**src/rtl/spi_slave.sv**
```systemverilog
// SPI slave endpoint oversampled in the clk domain: 8-bit MSB-first frames, all CPOL/CPHA modes,
// one-entry tx buffer with valid/ready, received bytes strobed out on rx_valid.
module spi_slave #(
  parameter int unsigned SYNC_STAGES = 2
) (
  input  logic       clk,
  input  logic       reset,
  input  logic       sclk,
  input  logic       cs_n,
  input  logic       mosi,
  input  logic       cpol,
  input  logic       cpha,
  output logic       miso,
  input  logic [7:0] tx_data,
  input  logic       tx_valid,
  output logic       tx_ready,
  output logic [7:0] rx_data,
  output logic       rx_valid,
  output logic       tx_underrun,
  output logic       busy
);

  localparam int unsigned DATA_W = 8;
  localparam int unsigned CNT_W  = 3;

  typedef enum logic {IDLE, ACTIVE} state_t;

  state_t                  state;
  logic [SYNC_STAGES-1:0]  sclk_sync;
  logic [SYNC_STAGES-1:0]  cs_sync;
  logic [SYNC_STAGES-1:0]  mosi_sync;
  logic                    sclk_prev;
  logic                    cs_prev;
  logic                    cpol_q;
  logic                    cpha_q;
  logic [CNT_W-1:0]        bit_cnt;
  logic [DATA_W-1:0]       tx_shift;
  logic [DATA_W-2:0]       rx_shift;
  logic [DATA_W-1:0]       buf_data;

  logic sclk_s, cs_s, mosi_s;
  logic sclk_edge, cs_fall, lead_edge, trail_edge;
  logic sample_edge, shift_edge, tx_write, load;

  assign sclk_s = sclk_sync[SYNC_STAGES-1];
  assign cs_s   = cs_sync[SYNC_STAGES-1];
  assign mosi_s = mosi_sync[SYNC_STAGES-1];

  // Edge classification relative to the mode latched at chip-select fall
  assign sclk_edge   = sclk_s ^ sclk_prev;
  assign cs_fall     = cs_prev & ~cs_s;
  assign lead_edge   = sclk_edge & (sclk_prev == cpol_q);
  assign trail_edge  = sclk_edge & (sclk_s == cpol_q);
  assign sample_edge = cpha_q ? trail_edge : lead_edge;
  assign shift_edge  = cpha_q ? lead_edge : trail_edge;

  // tx_ready doubles as the buffer-empty flag
  assign tx_write = tx_valid & tx_ready;
  assign load     = ((state == IDLE) & cs_fall) |
                    ((state == ACTIVE) & ~cs_s & sample_edge & (bit_cnt == CNT_W'(DATA_W - 1)));

  always_ff @(posedge clk or negedge reset) begin
    if (!reset) begin
      state       <= IDLE;
      sclk_sync   <= '0;
      cs_sync     <= '1;
      mosi_sync   <= '0;
      sclk_prev   <= 1'b0;
      cs_prev     <= 1'b1;
      cpol_q      <= 1'b0;
      cpha_q      <= 1'b0;
      bit_cnt     <= '0;
      tx_shift    <= '0;
      rx_shift    <= '0;
      buf_data    <= '0;
      miso        <= 1'b0;
      tx_ready    <= 1'b1;
      rx_data     <= '0;
      rx_valid    <= 1'b0;
      tx_underrun <= 1'b0;
      busy        <= 1'b0;
    end else begin
      sclk_sync   <= {sclk_sync[SYNC_STAGES-2:0], sclk};
      cs_sync     <= {cs_sync[SYNC_STAGES-2:0], cs_n};
      mosi_sync   <= {mosi_sync[SYNC_STAGES-2:0], mosi};
      sclk_prev   <= sclk_s;
      cs_prev     <= cs_s;
      rx_valid    <= 1'b0;
      tx_underrun <= 1'b0;

      case (state)
        IDLE: begin
          miso <= 1'b0;
          if (cs_fall) begin
            state   <= ACTIVE;
            busy    <= 1'b1;
            bit_cnt <= '0;
            cpol_q  <= cpol;
            cpha_q  <= cpha;
          end
        end
        ACTIVE: begin
          miso <= tx_shift[DATA_W-1];
          // Deasserted chip select wins over any coincident sclk edge
          if (cs_s) begin
            state    <= IDLE;
            busy     <= 1'b0;
            bit_cnt  <= '0;
            tx_shift <= '0;
            rx_shift <= '0;
          end else if (sample_edge) begin
            rx_shift <= {rx_shift[DATA_W-3:0], mosi_s};
            bit_cnt  <= bit_cnt + CNT_W'(1);
            if (bit_cnt == CNT_W'(DATA_W - 1)) begin
              rx_data  <= {rx_shift, mosi_s};
              rx_valid <= 1'b1;
            end
          end else if (shift_edge && (bit_cnt != '0)) begin
            tx_shift <= {tx_shift[DATA_W-2:0], 1'b0};
          end
        end
        default: begin
          state <= IDLE;
          busy  <= 1'b0;
        end
      endcase

      // Buffer load/write; a write alongside an empty-buffer load still fills the buffer
      if (load) begin
        if (!tx_ready) begin
          tx_shift <= buf_data;
        end else begin
          tx_shift    <= '0;
          tx_underrun <= 1'b1;
        end
        tx_ready <= ~tx_write;
        if (tx_write) buf_data <= tx_data;
      end else if (tx_write) begin
        buf_data <= tx_data;
        tx_ready <= 1'b0;
      end
    end
  end

endmodule

```
**config.mk**
```make
export PLATFORM = sky130hd
export DESIGN_NAME = spi_slave
export DESIGN_NICKNAME = d
export VERILOG_FILES = /design/src/rtl/spi_slave.sv
export SDC_FILE = /design/constraint.sdc
export NUM_CORES = 1
export LEC_CHECK = 0
export ABC_AREA = 1
export CORE_MARGIN = 1
export CORE_UTILIZATION = 56
export DETAILED_ROUTE_END_ITERATION = 7
export DONT_BUFFER_PORTS = 1
export PLACE_DENSITY = 0.77
export SYNTH_ARGS = -nofsm -noshare
export SYNTH_HDL_FRONTEND = slang
export SYNTH_SLANG_ARGS = --single-unit
```
**constraint.sdc**
```tcl
create_clock -name clk -period 1.3 [get_ports clk]
set_input_delay 0.26 -clock clk [delete_from_list [all_inputs] [get_ports clk]]
set_output_delay 0.26 -clock clk [all_outputs]
set_load 0.02 [all_outputs]
```
* Word-level counts from Yosys, hierarchy flattened
Index checks and enable logic that the tools add are counted.
** Word-level totals
- Register bits :: 50
- Input bits :: 16
- Output and inout port bits :: 13
- Word-level logic and storage cells :: 80
** Operators by class
- $add $sub $neg :: 1
- Equal/unequal tests :: 7
- Multiplexer cells :: 29
- Bitwise logic cells :: 13
- Reductions and logical operators :: 12
** Operators by type and width (number)
- $mux W8 :: 6
- $mux W1 :: 14
- $mux W7 :: 2
- $mux W3 :: 3
- $and A1 B1 Y1 :: 8
- $reduce_and A2 Y1 :: 4
- $pmux W1 S2 :: 3
- $pmux W3 S2 :: 1
- $reduce_bool A2 Y1 :: 3
- $reduce_bool A3 Y1 :: 2
- $reduce_and A4 Y1 :: 1
- $add A3 B1 Y3 const B :: 1
- $eq A3 B3 Y1 const B :: 1
- $ne A3 B1 Y1 const B :: 1
- $ne A3 B2 Y1 const B :: 1
- $not A1 Y1 :: 3
- $reduce_and A3 Y1 :: 1
- $eq A1 B1 Y1 :: 2
- $ne A2 B1 Y1 const B :: 1
- $ne A2 B2 Y1 const B :: 1
- $logic_and A1 B1 Y1 :: 1
- $or A1 B1 Y1 :: 1
- $xor A1 B1 Y1 :: 1

* Longest topological paths before layout
Gate-level depths: netlist of run 1.
- Depth in word-level cells :: 9
- Depth in mapped cells :: 11
- Mapped depth without buffers :: 11

* Least setup slack after synthesis of run 1
OpenSTA, ideal clock, no wires.
- Path kind :: register to register
- Start point :: register cs_sync[1]
- End point :: register tx_shift[1]
- Setup time :: 117 ps
- Data arrival time :: 1295 ps
- Data required time :: 1183 ps
- Setup slack :: -112 ps
- Stages on the path, launching flop included :: 8
- Period minus slack after synthesis :: 1412 ps
- Cell sequence :: dfstp_2 -> buf_4 -> inv_1 -> nand3_1 -> buf_4 -> nand4_4 -> nand2_1 -> nand2_1
** Between the ends
- Cells in the longest elaborated chain, start to end :: 7
** Ends and longest elaborated chain
- start, declared :: RTL line 30 : logic [SYNC_STAGES-1:0] cs_sync;
- start signal, assigned :: RTL line 84 : cs_sync <= {cs_sync[SYNC_STAGES-2:0], cs_n};
- $not A1 Y1 (no line)
- $and A1 B1 Y1 (3 in a row) :: RTL line 60 : ((state == ACTIVE) & ~cs_s & sample_edge & (bit_cnt == CNT_W'(DATA_W - 1)));
- $or A1 B1 Y1 :: RTL line 59 : assign load = ((state == IDLE) & cs_fall) |
- $ne A3 B2 Y1 (no line) (tied with other cells)
- $reduce_and A3 Y1 (no line)
- end signal, assigned :: RTL line 119 : tx_shift <= {tx_shift[DATA_W-2:0], 1'b0};
- end signal, assigned :: RTL line 131 : tx_shift <= buf_data;
- end, declared :: RTL line 37 : logic [DATA_W-1:0] tx_shift;
Parallel ways exist; a longest one is shown, timed or not. The select of a mux whose other input is x is not followed.
A chain may end at the register's enable or synchronous reset.

* Worst setup path after layout of run 1
- Start point :: register sclk_prev
- End point :: register tx_shift[4]
** Between the ends
- Cells in the longest elaborated chain, start to end :: 8
** Ends and longest elaborated chain
- start, declared :: RTL line 32 : logic sclk_prev;
- start signal, assigned :: RTL line 86 : sclk_prev <= sclk_s;
- $xor A1 B1 Y1 / $eq A1 B1 Y1 (equally long branches) :: RTL line 50, 52
- $and A1 B1 Y1 (on tied branches) :: RTL line 52, 53
- $mux W1 :: RTL line 54 : assign sample_edge = cpha_q ? trail_edge : lead_edge;
- $and A1 B1 Y1 (2 in a row) :: RTL line 60
- $or A1 B1 Y1 :: RTL line 59
- $ne A3 B2 Y1 (no line) (tied with other cells)
- $reduce_and A3 Y1 (no line)
Parallel ways exist; a longest one is shown, timed or not.

==> results of run 1 <==
## layout make-up
class / count / area share (%)
inverters: 37 / 5.206
repair buffers: 26 / 8.771
well taps: 48 / 2.251
flip-flops and latches: 50 / 47.14
clock buffers: 5 / 2.580
multi-input cells: 147 / 33.16
clock inverters: 3 / 0.8912
## Yosys cell counts (all sizes together)
| cell | count |
|---|---|
| a21oi | 9 |
| buf | 6 |
| dfrtp | 46 |
| dfstp | 4 |
| ha | 3 |
| inv | 37 |
| mux2 | 1 |
| nand2 | 70 |
| nand3 | 12 |
| nand4 | 2 |
| nor2 | 25 |
| o21a | 1 |
| o21ai | 16 |
| o22ai | 6 |
## repair_timing
item	4_1_cts	5_1_grt
cloned	2	0
gates resized for setup	17	27
endpoints found under the setup margin	30	33
setup buffers	4	5
pin swaps	10	11
hold endpoints to repair	53	50
## cells by family (layout without fill, tap and decap cells)
logic type / count (synthesis) / after routing / share of synthesized area, %
AND/OR/NAND/NOR: 109 / 111 / 23.16
multiplexers: 1 / 1 / 0.5172
flip-flops: 50 / 50 / 57.70
AO/OA/AOI/OAI: 32 / 32 / 8.334
adder cells (fa/ha/maj): 3 / 3 / 1.724
buffers and inverters: 43 / 71 / 8.563
## flip-flops by register name (all words and copies together), names as in the netlist
signal,cells
cpha_q,1
bit_cnt,3
mosi_sync,2
state,1
sclk_prev,1
cpol_q,1
buf_data,8
rx_valid,1
miso,1
busy,1
tx_ready,1
cs_sync,2
tx_shift,8
tx_underrun,1
cs_prev,1
sclk_sync,2
rx_data,8
rx_shift,7
## through the flow
step	hold WS, ps	area (um2)	cells	util (%)	power (W)
6_report	-363.4	2668	316	72.32	0.003873
5_1_grt	-377.6	2668	316	72.32	0.004097
4_1_cts	-371.9	2530	311	68.59	0.003752
3_5_place_dp	-34.37	2325	294	63.03	0.002789
3_3_place_gp	-33.77	2325	294	63.03	0.002757
2_1_floorplan	-35.59	2205	238	-	0.002588
## placed cells by master (no fill, tap or decap), drive strengths merged
| cell type | instances |
|---|---|
| inv | 38 |
| o21ai | 16 |
| nand3 | 12 |
| dfrtp | 46 |
| buf | 23 |
| clkbuf | 5 |
| dfstp | 4 |
| nand4 | 3 |
| a21oi | 9 |
| nor2 | 25 |
| mux2 | 1 |
| o21a | 1 |
| ha | 3 |
| clkinvlp | 2 |
| o22ai | 6 |
| nand2 | 71 |
| dlygate4sd3 | 3 |
## how the worst max path moves through the flow
| stage | start | to | slack [ps] | cells after the start |
|---|---|---|---|---|
| final | sclk_prev$_DFF_PN0_ | tx_shift[4]$_DFFE_PN0P_ | -180 | 11 |
| after floorplan | sclk_prev$_DFF_PN0_ | tx_shift[4]$_DFFE_PN0P_ | -40 | 11 |
| after detailed placement | sclk_prev$_DFF_PN0_ | rx_data[6]$_DFFE_PN0P_ | -200 | 8 |
| after global placement | bit_cnt[0]$_DFFE_PN0P_ | tx_shift[1]$_DFFE_PN0P_ | -140 | 7 |
| after global routing | sclk_prev$_DFF_PN0_ | tx_shift[6]$_DFFE_PN0P_ | -290 | 11 |
| after CTS | bit_cnt[0]$_DFFE_PN0P_ | tx_shift[4]$_DFFE_PN0P_ | -160 | 7 |
## layer usage
metal  vias up  global-route usage, %
met5         -                      0
met3         5                  5.000
met2        35                  37.37
met1       782                  29.05
met4         0                  8.333
li1        801                      -
## report_power, final
part	internal (W)	switching, W	total (W)
combinational	0.000416	0.000568	0.000984
clock	0.000385	0.000533	0.000918
sequential	0.00183	0.000141	0.00197
total	0.00263	0.00124	0.00387
==> impl_metrics.env, run 1 <==
export IMPL_register_area_mm2=0.001257
export IMPL_fmax_mhz=674.3
export IMPL_clk_path_buf_depth=2
export IMPL_drtAntennaViolNets=0
export IMPL_wl_met1_um=1868
export IMPL_synth_cell_types=24
export IMPL_drc=0
export IMPL_ctsHoldBuffers=3
export IMPL_hold_class="in -> async"
export IMPL_critPathTopFamily="simple AND/OR/NAND/NOR gates"
export IMPL_fin_nets=286
export IMPL_hpwl_um=2707
export IMPL_die_w_um=64.35
export IMPL_routed_via_density=5.136
export IMPL_cp_end_kind="register"
export IMPL_reg2regPathDepth=11
export IMPL_grt_pass1_vias=1578
export IMPL_synthTopCellsByArea="dfrtp_1 (53%), nand2_1 (11%), inv_1 (5.9%)"
export IMPL_rr_startpoint="sclk_prev$_DFF_PN0_"
export IMPL_antenna_found_initial=0
export IMPL_status="complete, but fails checks"
export IMPL_clk_pin_slew_worst_paths_ps=90
export IMPL_crit_buf_inv=2
export IMPL_dp_slack_ps=-205.0
export IMPL_htreeDepth=2
export IMPL_r2r_end="tx_shift[4]$_DFFE_PN0P_"
export IMPL_drt_total_wl_um=4203
export IMPL_overflow=0
export IMPL_crit_fanout=6
export IMPL_design_core_area_mm2=0.003689
export IMPL_io_buffers=0
export IMPL_fin_crit_ps=1483
export IMPL_tightest_slew_ps=288.1
export IMPL_cpPeakStageDelay_ps=430
export IMPL_wl_met3_um=163
export IMPL_cp_arrival_ps=1690
export IMPL_startpoint_type="register"
export IMPL_crit_type="reg -> reg"
export IMPL_ir_drop_mv=1.035
export IMPL_setup_violations=29
export IMPL_ys_seq_elements=50
export IMPL_chipHeight_um=64.35
export IMPL_fin_crit_sh_pct=114.1
export IMPL_grt_pass1_wl_um=7017
export IMPL_power_density_mw_per_mm2=1452
export IMPL_cts_tree="done"
export IMPL_ys_warn_count=0
export IMPL_final_setup_tns_ps=-3318
export IMPL_holdWs_ps=-363.4
export IMPL_rows=22
export IMPL_multi_input_area_um2=884.6
export IMPL_firstDrtPassIters=4
export IMPL_violations="negative hold slack, negative setup slack"
export IMPL_syn_area_mm2=0.002177
export IMPL_setup_slack_ps=-183.1
export IMPL_grt_max_degree=51
export IMPL_yosysTopAreaCellShare_pct=52.87
export IMPL_diodes=0
export IMPL_reg2reg_slack_ps=-180
export IMPL_areaGrowthSynthToFinish_pct=22.53
export IMPL_synth_avg_cell_area_um2=9.147
export IMPL_critPathSlowestCell="dfrtp_1"
export IMPL_dr_wl_met2_um=2112
export IMPL_top_layer_used="met4"
export IMPL_netlist_instances=238
export IMPL_relSlewSlack_pct=80.75
export IMPL_drive_above_1_share_pct=29.48
export IMPL_drt_iter0_markers=66
export IMPL_fin_skew_ps=7.440
export IMPL_wl_per_cell_um=13.30
export IMPL_cts_sinks=50
export IMPL_cts_buffers=5
export IMPL_via_count=1623
export IMPL_insertion_delay_ps=310
export IMPL_syn_nets=257
export IMPL_maxCapViolations=0
export IMPL_rsz0062_at_grt="yes"
export IMPL_ys_seq_area_share_pct=57.70
export IMPL_cp_required_ps=1500
export IMPL_track_usage_pct=22.59
export IMPL_start_util_pct=59.02
export IMPL_crit_chain="inv_2, nand2_2, nand2_2, nand2_2, nand2_4, nand4_4, buf_6, nand3_2, nand2_1, nand2_1, nand2_1"
export IMPL_fp_dieArea_mm2=0.004141
export IMPL_yosysTopAreaCell="dfrtp_1"
export IMPL_gp_congestion=0.8305
export IMPL_num_io_pins=29
export IMPL_hold_viol_final=50
export IMPL_finalMaxSlewViolations=0
export IMPL_fillers=265
export IMPL_clockRootBuffer="clkbuf_8"
export IMPL_leakage_nw=1.329
No activity file was read; power rests on OpenSTA's default activity.
==> inputs of run 2 (changes only) <==
Settings changed: CORE_MARGIN 1 to 2, TNS_END_PERCENT set to 5.
==> impl_metrics.env, run 2 (synthesized netlist as in run 1, its figures left out) <==
export IMPL_antenna_found_initial=0
export IMPL_wl_met3_um=183
export IMPL_wl_per_cell_um=12.63
export IMPL_grt_max_degree=51
export IMPL_crit_path_end="tx_shift[1]$_DFFE_PN0P_"
export IMPL_startpoint_type="register"
export IMPL_postLayoutCellArea_mm2=0.002524
export IMPL_relSlewSlack_pct=81.56
export IMPL_fin_crit_ps=1494
export IMPL_cpPeakStageDelay_ps=430
export IMPL_drc=0
export IMPL_insertion_delay_ps=310
export IMPL_r2r_end="tx_shift[1]$_DFFE_PN0P_"
export IMPL_ctsHoldBuffers=3
export IMPL_rr_startpoint="sclk_prev$_DFF_PN0_"
export IMPL_start_util_pct=59.02
export IMPL_cp_end_kind="register"
export IMPL_dr_wl_met2_um=1894
export IMPL_num_io_pins=29
export IMPL_reg2regPathDepth=9
export IMPL_wl_met1_um=1815
export IMPL_fillers=292
export IMPL_reg_largest_list="buf_data (8), rx_data (8), tx_shift (8)"
export IMPL_holdWs_ps=-369.0
export IMPL_path_depth=9
export IMPL_setup_slack_ps=-194.1
export IMPL_clk_path_buf_depth=2
export IMPL_io_buffers=0
export IMPL_rsz0062_at_grt="yes"
export IMPL_drt_iter0_markers=53
export IMPL_fp_dieArea_mm2=0.004402
export IMPL_reg2reg_slack_ps=-190
export IMPL_hold_viol_final=50
export IMPL_hpwl_um=2651
export IMPL_drt_total_wl_um=3928
export IMPL_track_usage_pct=21.54
export IMPL_dpl_cell_area_mm2=0.002330
export IMPL_crit_chain="inv_2, nand3_1, nand3_2, nand4_4, buf_6, nand3_1, nand2_1, nand2_1, nand2_1"
export IMPL_overflow=0
export IMPL_hold_class="in -> async"
export IMPL_cts_buffers=5
export IMPL_cp_startpoint="sclk_prev$_DFF_PN0_"
export IMPL_ir_drop_mv=1.153
export IMPL_clockRootBuffer="clkbuf_8"
export IMPL_areaGrowthSynthToFinish_pct=15.92
export IMPL_violations="negative hold slack, negative setup slack"
export IMPL_crit_type="reg -> reg"
export IMPL_status="complete, but fails checks"
export IMPL_cp_required_ps=1510
export IMPL_design_core_area_mm2=0.003689
export IMPL_via_count=1530
export IMPL_clk_pin_slew_worst_paths_ps=90
export IMPL_routed_via_density=4.920
export IMPL_htreeDepth=2
export IMPL_gp_congestion=0.8270
export IMPL_dp_slack_ps=-168.6
export IMPL_top_layer_used="met4"
export IMPL_fin_nets=281
export IMPL_rows=22
export IMPL_chipHeight_um=66.35
export IMPL_critPathSlowestCell="dfrtp_1"
export IMPL_finalCoreUtilization_pct=68.42
export IMPL_fin_crit_sh_pct=114.9
export IMPL_setup_violations=30
export IMPL_critPathMostFrequentCell="nand2_1"
export IMPL_mostFrequentLayoutCell="nand2_1"
export IMPL_drive_above_1_share_pct=22.05
export IMPL_drtAntennaViolNets=0
export IMPL_leakage_nw=1.280
export IMPL_grt_pass1_wl_um=6948
export IMPL_cts_sinks=50
export IMPL_maxCapViolations=0
export IMPL_crit_fanout=7
export IMPL_final_cell_mix="nand2_1 (64), dfrtp_1 (46), inv_1 (32)"
export IMPL_firstDrtPassIters=4
export IMPL_critPathTopFamily="simple AND/OR/NAND/NOR gates"
export IMPL_tightest_slew_ps=276.0
export IMPL_grt_pass1_vias=1490
export IMPL_cp_arrival_ps=1700
export IMPL_crit_buf_inv=2
export IMPL_die_w_um=66.35
export IMPL_diodes=0
export IMPL_finalMaxSlewViolations=0
export IMPL_p_total_w=0.003776
export IMPL_power_density_mw_per_mm2=1496
export IMPL_fin_skew_ps=2.993
export IMPL_fmax_mhz=669.3
export IMPL_cts_tree="done"
## run 2: cell count changes in the layout (fill, tap and decap cells not counted), moves of 2 or more
cell | before | now
o22ai_1 | 0 | 6
o21ai_1 | 11 | 5
buf_4 | 18 | 16
clkinv_4 | 0 | 2
nand2_4 | 4 | 1
nand2_2 | 8 | 6
clkinvlp_4 | 2 | 0
o21ai_0 | 1 | 10
o22ai_2 | 5 | 0
nand2_1 | 59 | 64
nand3_2 | 4 | 6
o21ai_2 | 3 | 0
## run 2: routing by layer
metal | vias to the layer above | global-route usage (%)
li1 | 786 | -
met1 | 702 | 28.42
met2 | 38 | 33.00
met3 | 4 | 6.474
met4 | 0 | 9.439
met5 | - | 0
## run 2: worst min-delay path by stage
| stage | endpoint | slack (ps) |
|---|---|---|
| after floorplan | bit_cnt[0]$_DFFE_PN0P_ | -40 |
| after global placement | rx_data[5]$_DFFE_PN0P_ | -30 |
| after detailed placement | rx_data[5]$_DFFE_PN0P_ | -30 |
| after CTS | rx_shift[4]$_DFFE_PN0P_ | -380 |
| after global routing | rx_data[5]$_DFFE_PN0P_ | -400 |
| final | rx_data[5]$_DFFE_PN0P_ | -370 |
## run 2: cell type report
cell class	count	area (um2)	share of cell area (%)
clock buffers	5	68.82	2.727
clock inverters	3	28.78	1.140
inverters	37	138.9	5.503
multi-input cells	146	778.2	30.84
flip-flops and latches	50	1256	49.78
well taps	48	60.06	2.380
repair buffers	22	192.7	7.635
## run 2: report_power, final
group | switching, W | leakage, nW | total (W) | internal (W)
sequential | 0.000168 | 0.637 | 0.00200 | 0.00183
combinational | 0.000480 | 0.592 | 0.000828 | 0.000348
clock | 0.000550 | 0.0502 | 0.000949 | 0.000399
total | 0.00120 | 1.28 | 0.00378 | 0.00258
## run 2: what timing repair did
| action | in CTS | in global routing |
|---|---|---|
| gates resized for setup | 7 | 4 |
| cloned | 1 | 0 |
| setup endpoints to repair | 30 | 36 |
| pin swaps | 10 | 0 |
| buffers inserted | 4 | 0 |
| hold endpoints to repair | 53 | 50 |
## run 2: stage by stage
stage | cells | hold WS (ps) | setup TNS [ps]
after global placement | 295 | -34.83 | -1590
final | 311 | -369.0 | -3703
after detailed placement | 295 | -34.97 | -2861
after global routing | 311 | -396.3 | -6913
after CTS | 311 | -379.8 | -2951
after floorplan | 238 | -35.59 | -316.7
